[src/rtl/serial_div_pkg.sv]
// Shared definitions for the serial restoring divider.
//   - state_t     : FSM state encoding used by serial_divider
//   - N_W_DEF     : default dividend/quotient width
//   - D_W_DEF     : default divisor/remainder width
//   - cnt_width() : bit-counter width for a given dividend width
package serial_div_pkg;

    localparam int N_W_DEF = 8;
    localparam int D_W_DEF = 4;

    typedef enum logic [1:0] {
        ST_IDLE   = 2'd0,
        ST_CALC   = 2'd1,
        ST_FINISH = 2'd2
    } state_t;

    // Counter has to reach n-1; never narrower than one bit.
    function automatic int cnt_width(input int n);
        return (n > 1) ? $clog2(n) : 1;
    endfunction

    localparam int CNT_W_DEF = cnt_width(N_W_DEF);

endpackage

[src/rtl/serial_divider_step.sv]
// One restoring-division step (purely combinational).
// Ports:
//   rem_in       in  D_W+1  partial remainder before this step
//   dividend_bit in  1      next dividend bit (MSB first)
//   divisor      in  D_W    divisor
//   rem_out      out D_W+1  partial remainder after this step
//   quot_bit     out 1      quotient bit produced by this step
module serial_divider_step
    import serial_div_pkg::*;
#(
    parameter int D_W = D_W_DEF
) (
    input  logic [D_W:0]   rem_in,
    input  logic           dividend_bit,
    input  logic [D_W-1:0] divisor,
    output logic [D_W:0]   rem_out,
    output logic           quot_bit
);

    logic [D_W:0] shifted;
    logic [D_W:0] divisor_ext;
    logic         ge;

    always_comb begin
        shifted     = {rem_in[D_W-1:0], dividend_bit};
        divisor_ext = {1'b0, divisor};
        // A set MSB on the incoming remainder would mean the shifted value
        // exceeds any divisor; with rem_in < divisor it is always 0.
        ge          = rem_in[D_W] | (shifted >= divisor_ext);
        if (ge) begin
            rem_out  = shifted - divisor_ext;
            quot_bit = 1'b1;
        end else begin
            rem_out  = shifted;
            quot_bit = 1'b0;
        end
    end

endmodule

[src/rtl/serial_divider.sv]
// Sequential restoring divider: one quotient bit per clock, MSB first.
// Ports:
//   clk        in  1    rising-edge clock
//   reset      in  1    asynchronous active-low reset
//   start      in  1    request, sampled only in IDLE
//   dividend   in  N_W  numerator, captured on the accepting edge
//   divisor    in  D_W  denominator, captured on the accepting edge
//   quotient   out N_W  registered result
//   remainder  out D_W  registered result
//   busy       out 1    high while stepping (CALC)
//   done       out 1    one-cycle pulse, results valid
//   div_zero   out 1    captured divisor was zero (registered with results)
//
// state  | meaning
// IDLE   | waiting for start
// CALC   | one restoring step per edge
// FINISH | pulse done, then back to IDLE
module serial_divider
    import serial_div_pkg::*;
#(
    parameter int N_W = N_W_DEF,
    parameter int D_W = D_W_DEF
) (
    input  logic           clk,
    input  logic           reset,
    input  logic           start,
    input  logic [N_W-1:0] dividend,
    input  logic [D_W-1:0] divisor,
    output logic [N_W-1:0] quotient,
    output logic [D_W-1:0] remainder,
    output logic           busy,
    output logic           done,
    output logic           div_zero
);

    localparam int                CNT_W    = cnt_width(N_W);
    localparam logic [CNT_W-1:0]  CNT_LAST = CNT_W'(N_W - 1);

    state_t           state_q,     state_d;
    logic [N_W-1:0]   dividend_q,  dividend_d;
    logic [D_W-1:0]   divisor_q,   divisor_d;
    logic [D_W:0]     rem_q,       rem_d;
    logic [CNT_W-1:0] cnt_q,       cnt_d;
    logic [N_W-1:0]   quotient_q,  quotient_d;
    logic [D_W-1:0]   remainder_q, remainder_d;
    logic             busy_q,      busy_d;
    logic             done_q,      done_d;
    logic             div_zero_q,  div_zero_d;

    logic [D_W:0]     rem_next;
    logic             quot_bit;

    serial_divider_step #(
        .D_W (D_W)
    ) u_step (
        .rem_in       (rem_q),
        .dividend_bit (dividend_q[N_W-1]),
        .divisor      (divisor_q),
        .rem_out      (rem_next),
        .quot_bit     (quot_bit)
    );

    // The dividend register doubles as the quotient accumulator: each step
    // shifts out the consumed dividend bit and shifts in the new quotient bit.
    always_comb begin
        state_d     = state_q;
        dividend_d  = dividend_q;
        divisor_d   = divisor_q;
        rem_d       = rem_q;
        cnt_d       = cnt_q;
        quotient_d  = quotient_q;
        remainder_d = remainder_q;
        div_zero_d  = div_zero_q;
        busy_d      = 1'b0;
        done_d      = 1'b0;

        case (state_q)
            ST_IDLE: begin
                if (start) begin
                    dividend_d = dividend;
                    divisor_d  = divisor;
                    rem_d      = '0;
                    cnt_d      = '0;
                    if (divisor == '0) begin
                        state_d     = ST_FINISH;
                        quotient_d  = '1;
                        remainder_d = '0;
                        div_zero_d  = 1'b1;
                    end else begin
                        state_d = ST_CALC;
                        busy_d  = 1'b1;
                    end
                end
            end

            ST_CALC: begin
                dividend_d = {dividend_q[N_W-2:0], quot_bit};
                rem_d      = rem_next;
                cnt_d      = cnt_q + CNT_W'(1);
                if (cnt_q == CNT_LAST) begin
                    quotient_d  = {dividend_q[N_W-2:0], quot_bit};
                    // Final remainder is below the divisor, so the top bit is 0.
                    remainder_d = rem_next[D_W-1:0];
                    div_zero_d  = 1'b0;
                    state_d     = ST_FINISH;
                    done_d      = 1'b1;
                end else begin
                    busy_d = 1'b1;
                end
            end

            ST_FINISH: begin
                // Arriving from CALC, done is already up: drop it and leave.
                // Arriving from a zero divisor, done is raised here first.
                if (done_q) begin
                    state_d = ST_IDLE;
                end else begin
                    done_d = 1'b1;
                end
            end

            default: begin
                state_d = ST_IDLE;
            end
        endcase
    end

    always_ff @(posedge clk or negedge reset) begin
        if (!reset) begin
            state_q     <= ST_IDLE;
            dividend_q  <= '0;
            divisor_q   <= '0;
            rem_q       <= '0;
            cnt_q       <= '0;
            quotient_q  <= '0;
            remainder_q <= '0;
            busy_q      <= 1'b0;
            done_q      <= 1'b0;
            div_zero_q  <= 1'b0;
        end else begin
            state_q     <= state_d;
            dividend_q  <= dividend_d;
            divisor_q   <= divisor_d;
            rem_q       <= rem_d;
            cnt_q       <= cnt_d;
            quotient_q  <= quotient_d;
            remainder_q <= remainder_d;
            busy_q      <= busy_d;
            done_q      <= done_d;
            div_zero_q  <= div_zero_d;
        end
    end

    assign quotient  = quotient_q;
    assign remainder = remainder_q;
    assign busy      = busy_q;
    assign done      = done_q;
    assign div_zero  = div_zero_q;

endmodule

[config.mk]
export PLATFORM = sky130hd
export DESIGN_NAME = serial_divider
export DESIGN_NICKNAME = d
export VERILOG_FILES = /design/src/rtl/serial_div_pkg.sv /design/src/rtl/serial_divider_step.sv /design/src/rtl/serial_divider.sv
export SDC_FILE = /design/constraint.sdc
export NUM_CORES = 1
export LEC_CHECK = 0
export ABC_AREA = 1
export CAP_MARGIN = 15
export CORE_MARGIN = 1
export CORE_UTILIZATION = 25
export CTS_BUF_LIST = sky130_fd_sc_hd__clkbuf_4 sky130_fd_sc_hd__clkbuf_8 sky130_fd_sc_hd__clkbuf_16
export CTS_CLUSTER_SIZE = 30
export DETAILED_ROUTE_END_ITERATION = 8
export PLACE_DENSITY = 0.43
export SLEW_MARGIN = 20
export SYNTH_ARGS = -nofsm -noshare
export SYNTH_HDL_FRONTEND = slang
export SYNTH_SLANG_ARGS = --single-unit
[constraint.sdc]
create_clock -name clk -period 1.74 [get_ports clk]
set_input_delay 0.348 -clock clk [delete_from_list [all_inputs] [get_ports clk]]
set_output_delay 0.348 -clock clk [all_outputs]
set_load 0.02 [all_outputs]
==> results of run 1 <==
## cell usage in the layout (no fill, tap or decap), types with 2 or more instances in the layout
| master | instances |
|---|---|
| buf_4 | 10 |
| a21oi_1 | 5 |
| nand3_1 | 5 |
| nand2_4 | 3 |
| a22o_1 | 2 |
| a31oi_1 | 4 |
| o211ai_1 | 5 |
| inv_1 | 23 |
| ha_1 | 8 |
| o21ai_0 | 17 |
| clkdlybuf4s50_1 | 28 |
| nand4_1 | 7 |
| nor2_2 | 2 |
| buf_12 | 2 |
| nor2_1 | 18 |
| dfrtp_1 | 37 |
| clkbuf_8 | 5 |
| inv_2 | 3 |
| o21ai_1 | 2 |
| nand2_1 | 58 |
## through the flow
step	utilization, %	total power, µW	setup slack, ns	instance area, µm²
floorplan	-	3050	0.120	1870
global placement	32.5	3980	-0.00160	2350
detailed placement	32.5	3970	0.00621	2350
CTS	34.1	4750	0.0637	2470
global route	34.3	5160	-0.0191	2480
finish	34.3	4710	0.118	2480
## where the power goes
part	leakage [µW]	internal [µW]	total (µW)	switching (µW)
clock	0.0000543	429	766	337
combinational	0.000678	1050	2600	1560
sequential	0.000447	1190	1350	156
## state kept, by name (all words and copies together) (netlist names)
signal      cells
dividend_q      8
divisor_q       4
div_zero        1
cnt_q           3
remainder       4
quotient        8
done            1
state_q         2
busy            1
rem_q           5
## logic make-up (layout without fill, tap and decap cells)
kind of cell             Yosys count  after routing  share of synthesized area, %
XOR/XNOR                           1              1                         0.469
AO/OA/AOI/OAI                     39             39                          12.3
flip-flops                        37             37                          49.6
buffers and inverters             33             76                          7.51
adder cells (fa/ha/maj)           10             10                          7.10
AND/OR/NAND/NOR                   94             94                          22.4
multiplexers                       1              1                         0.603
## final cells by class
class | count | share of cell area (%)
clock buffers | 5 | 2.77
clock inverters | 3 | 1.86
inverters | 27 | 4.18
multi-input cells | 145 | 32.8
flip-flops and latches | 37 | 37.3
well taps | 99 | 4.98
repair buffers | 41 | 16.1
## worst max-delay path: cells and delay by family, from the launching register on
kind            cells  cell delay (ns)
compound gates      2             0.21
fa+ha+maj           2             0.58
buf+inv             2             0.18
flops               1             0.33
simple gates        4             0.27
## Yosys cell counts (4+ instances only)
library cell	number
nand2_1	58
a21oi_1	5
a31oi_1	4
inv_1	23
o211ai_1	5
dfrtp_1	37
ha_1	9
o21ai_0	17
nand4_1	7
nor2_1	19
nand3_1	5
## per-layer routing
| layer | part of all wire [%] | global-route usage [%] |
|---|---|---|
| met1 | 52 | 16.6 |
| met2 | 43 | 18.7 |
| met3 | 3.6 | 2.80 |
| met4 | 1.3 | 3.96 |
| met5 | 0 | 0 |
## repair_timing
item	in CTS	in global routing
endpoints found under the hold margin	0	0
endpoints found under the setup margin	0	9
gates resized for setup	0	2
## worst min path at each step
stage                    end  slack, ns  depth (start not counted)
2_1_floorplan           busy       0.05                          0
3_3_place_gp            busy       0.33                          2
3_5_place_dp        cnt_q[0]       0.33                          2
4_1_cts          quotient[4]      0.001                          2
5_1_grt        dividend_q[1]       0.01                          2
6_report       dividend_q[1]      0.006                          2
==> run_results.csv, run 1 <==
group,metric,value,unit
floorplanning,initial_core_util,25.7,%
critical_path,cp_data_arrival_time,1.86,ns
run_status,status,"finished, final reports clean",
global_routing,grt-ovfl-total,0,
critical_path,cp.required,1.98,ns
cells_and_area,multi_input_area,816,µm²
drt,drt_wl_total,4310,µm
flow_run,drv_cap,0,
critical_path,worstReg2RegStart,"dividend_q[7]",
global_routing,track_usage,12.1,%
clock_tree,cts_root_buffer,"clkbuf_8",
hold_path,min_path_type,"in -> async",
drt,vias,1524,
clock_tree,clock_latency,0.30,ns
floorplanning,fp.dieH,88.4,µm
floorplanning,die_w,88.4,µm
sta,drv_slew,0,
cells_and_area,n_antenna_cell,0,
critical_path,critPathMaxStageDelay,0.36,ns
floorplanning,std_cell_rows,31,
placed_design,io_buffers,29,
drt,post_drt_via_cell_ratio,4.27,
critical_path,critPathMaxFanout,3,
floorplanning,core_area,7250,µm²
sta,setup-violations-final,0,
sta,holdWs,0.00607,ns
logic_synthesis,ys_ff_latch,37,
global_routing,grt_pass1_vias,1410,
clock_tree,cts_tree,"built",
critical_path,rr_worst_depth,10,
logic_synthesis,syn_avg_cell_area,8.68,µm²
drt,drc,0,
critical_path,worstPathCellList,"inv_1 > ha_1 > fa_1 > inv_1 > o21ai_0 > a21oi_1 > nand2_1 > nand2_1 > nand2_1 > nand2_1",
pwr,power.density,1900,nW/µm²
logic_synthesis,synth_area_leaders,"dfrtp_1, nand2_1, ha_1",
clock_tree,clk_path_buf_depth,2,
sta,min_period_over_period,93.2,%
logic_synthesis,synth_cells,215,
logic_synthesis,synth.distinct_cells,30,
pwr,vdd_drop_max,470,µV
critical_path,critPathKind,"reg -> reg",
cells_and_area,final_cell_count_no_fill,357,
sta,final-hold-violation-count,0,
clock_tree,numCtsBuffers,5,
logic_synthesis,synth_top_area_share,49.6,%
critical_path,r2r_end,"rem_q[2]",
cells_and_area,finalNetCount,282,
logic_synthesis,synth.largest_area_cell,"dfrtp_1",
drt,wl_per_cell,12.1,µm
global_routing,antenna_found_initial,0,
clock_tree,postCtsSetupRepairBufs,0,
clock_tree,cts.sinks,37,
drt,drt_pass1_iterations,4,
sta,worstMarginPinSlew,0.275,ns
global_routing,grt_pass1_wl,7090,µm
sta,fmax,616,MHz
logic_synthesis,ys_seq_area_share,49.6,%
placed_design,placedCellCount,349,
critical_path,crit_top_cell,"nand2_1",
cells_and_area,regArea,926,µm²
logic_synthesis,ys.warnings.count,0,
logic_synthesis,synth_area,1870,µm²
pwr,leakage,0.00118,µW
placed_design,routabilityCongestion,0.824,
clock_tree,ctsHoldBuffers,0,
sta,min_period,1.62,ns
clock_tree,htreeDepth,2,
critical_path,start_kind,"register",
drt,drtIter0Drc,33,
cells_and_area,drive_gt1_share,12.8,%
sta,slew_headroom,81.6,%
clock_tree,clk_pin_slew,0.09,ns
critical_path,endpoint_kind,"register",
critical_path,rrSetupSlack,0.12,ns
cells_and_area,fillers,790,
critical_path,slowest_stage,"fa_1",
drt,ant_nets,0,
cells_and_area,area_growth,33.1,%
sta,clock_skew,0.0114,ns
logic_synthesis,synth-async-reset-ratio,100,%
critical_path,critPathCapture,"rem_q[2]",
global_routing,grt_max_degree,38,
critical_path,crit_start,"dividend_q[7]",
floorplanning,pin_count,30,
sta,fin_setup_tns,0,ns
logic_synthesis,synth_top_flop_cell,"dfrtp_1",
floorplanning,dieArea,7820,µm²
sta,rsz0062_at_grt,"true",
logic_synthesis,synth_fp_nets,240,
logic_synthesis,synth-edff-count,0,
placed_design,dp_hpwl,3200,µm
Note: power is estimated with default switching activity, not from simulation.
==> run 2, diff against run 1 <==
--- a/config.mk
+++ b/config.mk
@@ -7,13 +7,13 @@
 export LEC_CHECK = 0
 export ABC_AREA = 1
 export CAP_MARGIN = 15
-export CORE_MARGIN = 1
+export CORE_MARGIN = 8
 export CORE_UTILIZATION = 25
 export CTS_BUF_LIST = sky130_fd_sc_hd__clkbuf_4 sky130_fd_sc_hd__clkbuf_8 sky130_fd_sc_hd__clkbuf_16
 export CTS_CLUSTER_SIZE = 30
 export DETAILED_ROUTE_END_ITERATION = 8
 export PLACE_DENSITY = 0.43
-export SLEW_MARGIN = 20
 export SYNTH_ARGS = -nofsm -noshare
 export SYNTH_HDL_FRONTEND = slang
 export SYNTH_SLANG_ARGS = --single-unit
+export TNS_END_PERCENT = 5
==> run 2 against run 1 <==
Against the previous run:
- worst hold slack better by 0.48 ns
- global-route usage is 2.5 points lower
- wire length is 4.6% higher
- sequential power hardly changed
- first-iteration DRC count is 120% higher
- clock-buffer cell count stayed put
- register-to-register slack hardly changed
- utilization is 0.88 points higher
- via count is 0.13% higher
- combinational power is 3% higher
- critical path type is now reg -> out
- critical endpoint is now remainder[3]
- largest cell class unchanged
- largest power group unchanged
- highest routed layer unchanged
==> run_results.csv, run 2 (synthesis results as in run 1) <==
group,metric,value,unit
pwr,power.density,1930,nW/µm²
clock_tree,cts_root_buffer,"clkbuf_8",
critical_path,critPathMaxFanout,2,
placed_design,io_buffers,29,
sta,clock_skew,0.00980,ns
sta,min_period,1.62,ns
critical_path,start_kind,"register",
floorplanning,std_cell_rows,31,
global_routing,grt_pass1_wl,7710,µm
placed_design,dp_hpwl,3460,µm
global_routing,grt-ovfl-total,0,
drt,wl_met2,2030,µm
clock_tree,clock_latency,0.29,ns
drt,drtIter0Drc,71,
drt,wl_met1,2140,µm
critical_path,critPathMaxStageDelay,0.62,ns
sta,rsz0062_at_grt,"true",
critical_path,cp_data_arrival_time,1.27,ns
critical_path,endpoint_kind,"output pin",
critical_path,worstPathCellList,"clkdlybuf4s50_1",
cells_and_area,n_antenna_cell,0,
critical_path,critPathKind,"reg -> out",
sta,fmax,618,MHz
critical_path,cp.required,1.39,ns
cells_and_area,most-common-layout-cells,"nand2_1, dfrtp_1, clkdlybuf4s50_1, inv_1, nor2_1",
sta,worstMarginPinSlew,0.385,ns
cells_and_area,final_common_cell,"nand2_1",
clock_tree,numCtsBuffers,5,
drt,drc,0,
placed_design,routabilityCongestion,0.801,
floorplanning,initial_core_util,25.7,%
floorplanning,core_area,7250,µm²
pwr,p_total,4930,µW
sta,finalWorstSetupSlack,0.122,ns
pwr,vdd_drop_max,566,µV
flow_run,drv_cap,0,
run_status,status,"finished, final reports clean",
global_routing,antenna_found_initial,0,
drt,drt_wl_total,4500,µm
global_routing,grt_max_degree,24,
sta,final-hold-violation-count,0,
cells_and_area,drive_gt1_share,14.8,%
drt,routed.top_layer,"met4",
clock_tree,postCtsSetupRepairBufs,0,
sta,setup-violations-final,0,
drt,met3WireLength,261,µm
critical_path,slowest_stage,"clkdlybuf4s50_1",
drt,post_drt_via_cell_ratio,4.22,
sta,drv_slew,0,
global_routing,track_usage,9.54,%
cells_and_area,area_growth,36.5,%
clock_tree,clk_pin_slew,0.08,ns
clock_tree,clk_path_buf_depth,2,
drt,vias,1526,
cells_and_area,final_util,35.1,%
hold_path,min_path_type,"reg -> reg",
drt,ant_nets,0,
sta,slew_headroom,74.3,%
sta,min_period_over_period,93.0,%
placed_design,dpl_worst_slack,-0.0180,ns
floorplanning,die_w,102,µm
cells_and_area,finalNetCount,287,
clock_tree,htreeDepth,2,
hold_path,hp-start,"remainder[3]",
floorplanning,dieArea,10500,µm²
critical_path,path_delay_family,"buffers and inverters",
critical_path,worstReg2RegStart,"divisor_q[0]",
floorplanning,pin_count,30,
critical_path,crit_buf_inv,1,
clock_tree,cts.sinks,37,
drt,drt_pass1_iterations,4,
critical_path,crit_start,"remainder[3]",
drt,wl_per_cell,12.4,µm
floorplanning,fp.dieH,102,µm
clock_tree,cts_tree,"built",
pwr,leakage,0.00122,µW
global_routing,grt_pass1_vias,1572,
## run 2: final cells by class
class                      instances  area, µm²
clock buffer                       5       68.8
clock inverter                     3       65.1
fill                             781       4700
inverter                          27        104
multi-input combinational        145        821
sequential                        37        926
tap                               99        124
timing repair buffer              46        440
## run 2: worst paths after layout
path                                end  slack, ns  depth (start not counted)
min in group asynchronous    state_q[1]       0.51                          2
max reg2reg                remainder[2]       0.13                          9
min reg2reg                remainder[3]       0.49                          2
max in group asynchronous      rem_q[1]       0.78                          3
min                        remainder[3]       0.49                          2
max                        remainder[3]       0.12                          1
## run 2: repair_timing
item                                   4_1_cts  5_1_grt
gates resized for setup                      0        5
setup endpoints to repair                    0       16
hold buffers                                 1        0
endpoints found under the hold margin       14        0
## run 2: where the power goes
group / total (µW) / leakage, µW / internal (µW) / switching, µW
Combinational: 2690 / 0.000701 / 1130 / 1560
Clock: 898 / 0.0000681 / 570 / 328
Sequential: 1340 / 0.000447 / 1190 / 155
## run 2: per-layer routing
metal,up-vias,global-route usage [%]
li1,792,-
met1,701,11.7
met2,26,15.3
met3,7,3.13
met4,0,3.39
met5,-,0
## run 2: metrics by stage
stage                     area (µm²)  std cells  hold WS, ns  TNS (ns)
after detailed placement        2380        353        0.298   -0.0693
after CTS                       2530        362        0.494         0
final                           2550        362        0.491         0
after global placement          2380        353        0.298         0
after floorplan                 1870        215       0.0524         0
after global routing            2550        362        0.515   -0.0331
